File: src/rtl/mem_access_unit_pkg.sv
`default_nettype none
//------------------------------------------------------------------------------
// Module      : mem_access_unit_pkg
// Description : Shared MEM-stage definitions: FSM state encoding, word
//               alignment mask and default datapath width.
// Revision    : 1.0 - initial release
//------------------------------------------------------------------------------
package mem_access_unit_pkg;

   // Default data/address width of the pipeline
   localparam int DATA_W_DEFAULT = 32;

   // Low address bits that must be zero for a word access
   localparam logic [1:0] WORD_OFFSET_MASK = 2'b11;

   // Memory access controller states
   typedef enum logic [1:0] {
      ST_IDLE = 2'd0,
      ST_BUSY = 2'd1,
      ST_DONE = 2'd2
   } state_e;

endpackage : mem_access_unit_pkg
`default_nettype wire

File: src/rtl/mem_access_unit.sv
`default_nettype none
//------------------------------------------------------------------------------
// Module      : mem_access_unit
// Description : MEM-stage memory access controller. Turns EX/MEM load/store
//               control into a req/ack word-memory transaction, stalls the
//               upstream pipeline while the access is outstanding and returns
//               load data plus an error flag (misaligned or timeout).
// Revision    : 1.0 - initial release
//------------------------------------------------------------------------------
module mem_access_unit
   import mem_access_unit_pkg::*;
#(
   parameter int DATA_W  = DATA_W_DEFAULT,
   parameter int TIMEOUT = 16
) (
   input  logic              clk_i,
   input  logic              rst_i,
   input  logic              start_i,
   input  logic              MemRead_i,
   input  logic              MemWrite_i,
   input  logic [DATA_W-1:0] addr_i,
   input  logic [DATA_W-1:0] wdata_i,
   output logic              stall_o,
   output logic [DATA_W-1:0] rdata_o,
   output logic              err_o,
   output logic              mem_req_o,
   output logic              mem_we_o,
   output logic [DATA_W-1:0] mem_addr_o,
   output logic [DATA_W-1:0] mem_wdata_o,
   input  logic              mem_ack_i,
   input  logic [DATA_W-1:0] mem_rdata_i
);

   // Counter must reach TIMEOUT-1; keep at least one bit when disabled
   localparam int CNT_W_RAW = $clog2(TIMEOUT + 1);
   localparam int CNT_W     = (CNT_W_RAW < 1) ? 1 : CNT_W_RAW;

   state_e              state_q, state_d;
   logic [CNT_W-1:0]    cnt_q, cnt_d;
   logic                req_q, req_d;
   logic                we_q, we_d;
   logic [DATA_W-1:0]   addr_q, addr_d;
   logic [DATA_W-1:0]   wdata_q, wdata_d;
   logic [DATA_W-1:0]   rdata_q, rdata_d;
   logic                err_q, err_d;

   logic                access;
   logic                aligned;
   logic                timeout_hit;

   assign access  = start_i & (MemRead_i | MemWrite_i);
   assign aligned = ((addr_i[1:0] & WORD_OFFSET_MASK) == 2'b00);

   // Timeout comparator only exists when a timeout is configured
   generate
      if (TIMEOUT != 0) begin : g_timeout_en
         assign timeout_hit = (cnt_q == CNT_W'(TIMEOUT - 1));
      end else begin : g_timeout_dis
         assign timeout_hit = 1'b0;
      end
   endgenerate

   // Stall covers the IDLE detect cycle and every BUSY cycle; never in reset
   assign stall_o = rst_i & ((state_q == ST_BUSY) |
                             ((state_q == ST_IDLE) & access & aligned));

   assign rdata_o     = rdata_q;
   assign err_o       = err_q;
   assign mem_req_o   = req_q;
   assign mem_we_o    = we_q;
   assign mem_addr_o  = addr_q;
   assign mem_wdata_o = wdata_q;

   // Next-state and next-output logic; everything holds unless changed below
   always_comb begin
      state_d = state_q;
      cnt_d   = cnt_q;
      req_d   = req_q;
      we_d    = we_q;
      addr_d  = addr_q;
      wdata_d = wdata_q;
      rdata_d = rdata_q;
      err_d   = err_q;

      unique case (state_q)
         ST_IDLE: begin
            if (access && aligned) begin
               // Launch the request; a simultaneous read+write is a write
               addr_d  = {addr_i[DATA_W-1:2], 2'b00};
               wdata_d = wdata_i;
               we_d    = MemWrite_i;
               req_d   = 1'b1;
               cnt_d   = '0;
               err_d   = 1'b0;
               state_d = ST_BUSY;
            end else if (access) begin
               // Misaligned: fault for one cycle, never touch memory
               err_d   = 1'b1;
               rdata_d = '0;
            end else begin
               err_d   = 1'b0;
            end
         end

         ST_BUSY: begin
            cnt_d = cnt_q + CNT_W'(1);
            if (mem_ack_i) begin
               // Ack has priority over a timeout in the same cycle
               req_d   = 1'b0;
               rdata_d = we_q ? '0 : mem_rdata_i;
               err_d   = 1'b0;
               state_d = ST_DONE;
            end else if (timeout_hit) begin
               req_d   = 1'b0;
               rdata_d = '0;
               err_d   = 1'b1;
               state_d = ST_DONE;
            end
         end

         ST_DONE: begin
            // EX/MEM still shows the finished instruction: ignore inputs
            err_d   = 1'b0;
            state_d = ST_IDLE;
         end

         default: begin
            state_d = ST_IDLE;
            req_d   = 1'b0;
         end
      endcase
   end

   // State, counter and output registers with asynchronous active-low reset
   always_ff @(posedge clk_i or negedge rst_i) begin
      if (!rst_i) begin
         state_q <= ST_IDLE;
         cnt_q   <= '0;
         req_q   <= 1'b0;
         we_q    <= 1'b0;
         addr_q  <= '0;
         wdata_q <= '0;
         rdata_q <= '0;
         err_q   <= 1'b0;
      end else begin
         state_q <= state_d;
         cnt_q   <= cnt_d;
         req_q   <= req_d;
         we_q    <= we_d;
         addr_q  <= addr_d;
         wdata_q <= wdata_d;
         rdata_q <= rdata_d;
         err_q   <= err_d;
      end
   end

endmodule : mem_access_unit
`default_nettype wire

File: config.mk
export PLATFORM = sky130hd
export DESIGN_NAME = mem_access_unit
export DESIGN_NICKNAME = d
export VERILOG_FILES = /design/src/rtl/mem_access_unit_pkg.sv /design/src/rtl/mem_access_unit.sv
export SDC_FILE = /design/constraint.sdc
export NUM_CORES = 1
export LEC_CHECK = 0
export ABC_AREA = 1
export CAP_MARGIN = 10
export CELL_PAD_IN_SITES_DETAIL_PLACEMENT = 1
export CELL_PAD_IN_SITES_GLOBAL_PLACEMENT = 2
export CORE_AREA = 2 2 145 147
export DETAILED_ROUTE_END_ITERATION = 10
export DIE_AREA = 0 0 147 149
export GPL_TIMING_DRIVEN = 0
export HOLD_SLACK_MARGIN = 0.03
export PLACE_DENSITY_LB_ADDON = 0.1
export SLEW_MARGIN = 10
export SYNTH_ARGS = -nofsm -noshare
export SYNTH_HDL_FRONTEND = slang
export SYNTH_SLANG_ARGS = --single-unit
File: constraint.sdc
create_clock -name clk_i -period 2.6 [get_ports clk_i]
set_clock_uncertainty 0.1 [all_clocks]
set_input_delay 0.78 -clock clk_i [delete_from_list [all_inputs] [get_ports clk_i]]
set_output_delay 0.78 -clock clk_i [all_outputs]
set_load 0.01 [all_outputs]
# Word-level counts from Yosys, hierarchy flattened
# Cells that the tools add are included.
# word_totals
register_bits	104
inputBits	102
word_cells	55
# classes
n_addsub	1
eq_ne	7
muxes	21
bitwise	7
reduce_logical	11
# ops
cell	count
32-bit 2-to-1 mux	5
32-bit one-hot mux with 2 select lines	1
5-bit one-hot mux with 2 select lines	1
2-bit AND reduction	4
1-bit 2-to-1 mux	7
2-bit 2-to-1 mux	3
1-bit one-hot mux with 3 select lines	2
5-bit by 1-bit adder with 5-bit output, second input constant	1
5-bit by 4-bit == test with 1-bit output, second input constant	1
5-bit 2-to-1 mux	1
1-bit bitwise AND	4
2-bit logical NOT	2
2-bit != test, second input constant	2
2-bit one-hot mux with 2 select lines	1
4-bit AND reduction	1
3-bit != test, second input constant	1
3-bit AND reduction	1
3-bit nonzero test	1
2-bit by 1-bit == test with 1-bit output, second input constant	1
2-bit == test, second input constant	1
2-bit by 1-bit != test with 1-bit output, second input constant	1
1-bit bitwise OR	2
2-bit nonzero test	1
1-bit logical AND	1
1-bit inverter	1

# Logic depth before layout (Yosys ltp)
# depth
ltp_word	6
ltp_mapped	10
depth_no_buf	10

# Least setup slack after synthesis
# No wires, ideal clock.
# synth_path
path_type	input port to output port
start	in addr_i[1]
end	out stall_o
t_arrival_ns	1.675
t_required_ns	1.720
setup_slack_ns	0.045
cell_stages	5
path_buffers	2
path_cell_list	nor2_2 > nand4_4 > buf_2 > buf_2 > a21boi_1
# synth_via
elab_chain_cells	4
# synth_rtl
element	line_no	source
from (decl)	mem_access_unit.sv:21	input logic [DATA_W-1:0] addr_i,
2-bit logical NOT	mem_access_unit.sv:52	assign aligned = ((addr_i[1:0] & WORD_OFFSET_MASK) == 2'b00);
1-bit bitwise AND	mem_access_unit.sv:65	((state_q == ST_IDLE) & access & aligned));
1-bit bitwise OR	mem_access_unit.sv:64	assign stall_o = rst_i & ((state_q == ST_BUSY) |
1-bit bitwise AND	mem_access_unit.sv:64	
to (decl)	mem_access_unit.sv:23	output logic stall_o,
# Every way passes these cells.

# Worst setup path after layout
# Ends and elaborated chain as after synthesis.

==> summary.md <==
| Metric | Value |
|---|---|
| Slew Limit Fails | `0` |
| Synth top area share | `a little under three fifths` |
| Minimum clock period | `2.511 ns` |
| Num CTS Buffers | `9` |
| Leak Pwr | `0.003685 uW` |
| Die Span Y | `149 um` |
| Placed cells | `1032` |
| Gr ovfl total | `0` |
| Final hold vios | `0` |
| Post-DR wirelength/cell | `14.51 um` |
| Synth area leaders | `dfrtp_1 (57%), nand2_1 (12%), inv_1 (8.4%), o21ai_1 (7.0%), nand3_1 (4.7%)` |
| CP arrival | `1.63 ns` |
| Layout cells sized above 1 | `just over 7%` |
| Routed WL | `15.28 mm` |
| Vias per inst | `between 4 and 5` |
| Tot Pwr | `7746 uW` |
| Final period util | `between 90% and 100%` |
| Die width | `about 150 um` |
| Drt pass-1 iters | `4` |
| Initial Utilization | `around 22%` |
| Reg-to-reg startpoint | `state_q[0]` |
| Syn Inst Count | `556` |
| Max Fclk | `398.3 MHz` |
| CTS tree | `done` |
| N_diodes | `0` |
| Synthesis-to-finish area growth | `59.81%` |
| Synth area leader | `dfrtp_1` |
| GPL Wtd Cong | `0.7336` |
| Power per Cell Area | `1057 mW/mm^2` |
| Final core occ | `35.65%` |
| Sequential fraction of the synthesis area | `56.75%` |
| Status | `finished clean` |
| H-tree depth | `3` |
| # IOs | `202` |
| Setup CP Type | `in -> out` |
| IR drop worst, VDD | `about 0.00039 V` |
| Die area | `0.02190 mm^2` |
| DRT iter0 DRCs | `roughly 120` |
| Final HPWL DP | `10.99 mm` |
| All-layer global routing usage | `14.34%` |
| IO buf count | `~200` |
| Unrepaired setup endpoints after global routing | `no` |
| Yosys warns | `0` |
| Critical Path Sink Type | `primary output` |
| Initial antenna violation count | `0` |
| First-pass GRT wire length | `24.66 mm` |
| Fillers | `2439` |
| Most frequent cells in the layout | `clkdlybuf4s50_1 (192), nand2_1 (150), dfrtp_1 (104)` |
| Skew-Pair Late Insertion Delay | `0.35 ns` |
| Critical path, cell by cell | `dlygate4sd2_1 -> nor2_4 -> nand4_4 -> a21boi_1 -> buf_2` |
| Register area | `0.002603 mm^2` |
| Root Driver | `clkbuf_16` |
| Commonest non-fill, non-tap cell in the layout | `clkdlybuf4s50_1` |
| DRC viols | `0` |
| CP max FO | `3` |
| Final nets | `882` |
| Largest net degree at the start of global routing | `38` |
| Core area | `between 0.02 and 0.025 mm^2` |
| Average cell area after synthesis | `slightly above 8 um^2` |
| CTS sink cnt | `104` |
| Antenna-violating nets left | `0` |
| Reg clk slew, reported paths | `0.08 ns` |
| CP max stage cell | `dlygate4sd2_1` |
| Synth Register Bits | `104` |
| Hold Crit Class | `in -> async` |
| CP startpoint | `addr_i[1]` |
| Placement Rows | `53` |
| Max-cap viol count | `0` |
| Non-Filler Instances | `1053` |
| Synth unique cells | `23` |
| Mapped cell area | `between 0.004 and 0.005 mm^2` |
| Multi-input logic area | `~0.0015 mm^2` |
| WP data required | `1.72 ns` |
| Max incr delay on CP | `~0.26 ns` |
| Final Setup Violations | `0` |
| Deepest clock path buffer count | `2` |
| Startpoint types | `primary input` |
| Vias in the first global route | `4720` |
| Vias | `roughly 4300` |
## flip-flops by register name (all words and copies together), names as in the netlist
| name | flops |
|---|---|
| cnt_q | 5 |
| err_o | 1 |
| state_q | 2 |
| mem_req_o | 1 |
| mem_addr_o | 30 |
| rdata_o | 32 |
| mem_we_o | 1 |
| mem_wdata_o | 32 |
## through the flow
step	setup TNS, ns	area (um^2)	hold WS, ns	worst slack [ns]
floorplan	0	4589	0.3758	0.04475
global placement	-401.83	6925	0.3559	-4.375
detailed placement	-3.466	6954	0.3623	-1.284
CTS	0	7337	0.1654	0.008466
global route	0	7328	0.1597	0.001576
finish	0	7328	0.1626	0.08911
## synth_stat cells
master and count:
a21boi_1 1, buf_2 17, buf_4 2, clkbuf_1 10, conb_1 1, dfrtp_1 104
ha_1 7, inv_1 103, inv_2 1, nand2_1 150, nand2_2 1, nand3_1 43
nand3_2 1, nand3b_1 1, nand4_1 1, nand4_4 1, nor2_1 40, nor2_2 1
nor3b_1 1, o21ai_0 4, o21ai_1 64, o21ai_4 1, or2_2 1
## power by group
part	switching [uW]	total (uW)	internal [uW]
registers	429	2780	2350
clock network	654	1340	683
logic	1770	3630	1860
## final timing paths
kind	to	slack (ns)	depth (start not counted)
max in group asynchronous	mem_wdata_o[1]	1.61	2
hold reg to reg	rdata_o[13]	0.37	2
setup / recovery	stall_o	0.09	5
hold / removal	rdata_o[28]	0.16	1
min in group clk_i	rdata_o[13]	0.37	2
setup reg to reg	cnt_q[2]	0.54	8
## critical path, delay by kind of cell
family          cells  cell delay, ns
compound gates      1            0.14
buf+inv             2            0.42
simple gates        2            0.30
## routing by layer
| metal | track usage, % | share of wire, % | up-vias |
|---|---|---|---|
| met1 | 16.50 | 42 | 2020 |
| met3 | 6.453 | 9.4 | 9 |
| met4 | 3.125 | 0.85 | 0 |
| li1 | - | - | 2112 |
| met5 | 0 | 0 | - |
| met2 | 24.72 | 47 | 116 |
## cell type report
type                            instances  share of cell area, %
Buffer                                 27                  1.742
Clock buffer                           11                  3.312
Clock inverter                          5                 0.5464
Inverter                              104                  5.327
Multi-Input combinational cell        320                  20.25
Sequential cell                       104                  35.51
Tap cell                              275                  4.695
Timing Repair Buffer                  207                  28.62
## kinds of logic after synthesis
kind of cell / count (synthesis) / share of synthesized area, %
fa+ha+maj: 7 / 1.910
buf+inv: 133 / 11.51
flops: 104 / 56.75
simple gates: 241 / 21.80
compound gates: 70 / 7.940
other cells: 1 / 0.08178
## timing repair
item / in CTS / in global routing
hold buffers: 0 / 0
gates resized for setup: 21 / 2
cloned: 1 / 0
endpoints found under the setup margin: 1 / 1
setup buffers: 6 / 0
pin swaps: 3 / 2
Power figures use the tool's default switching activity.
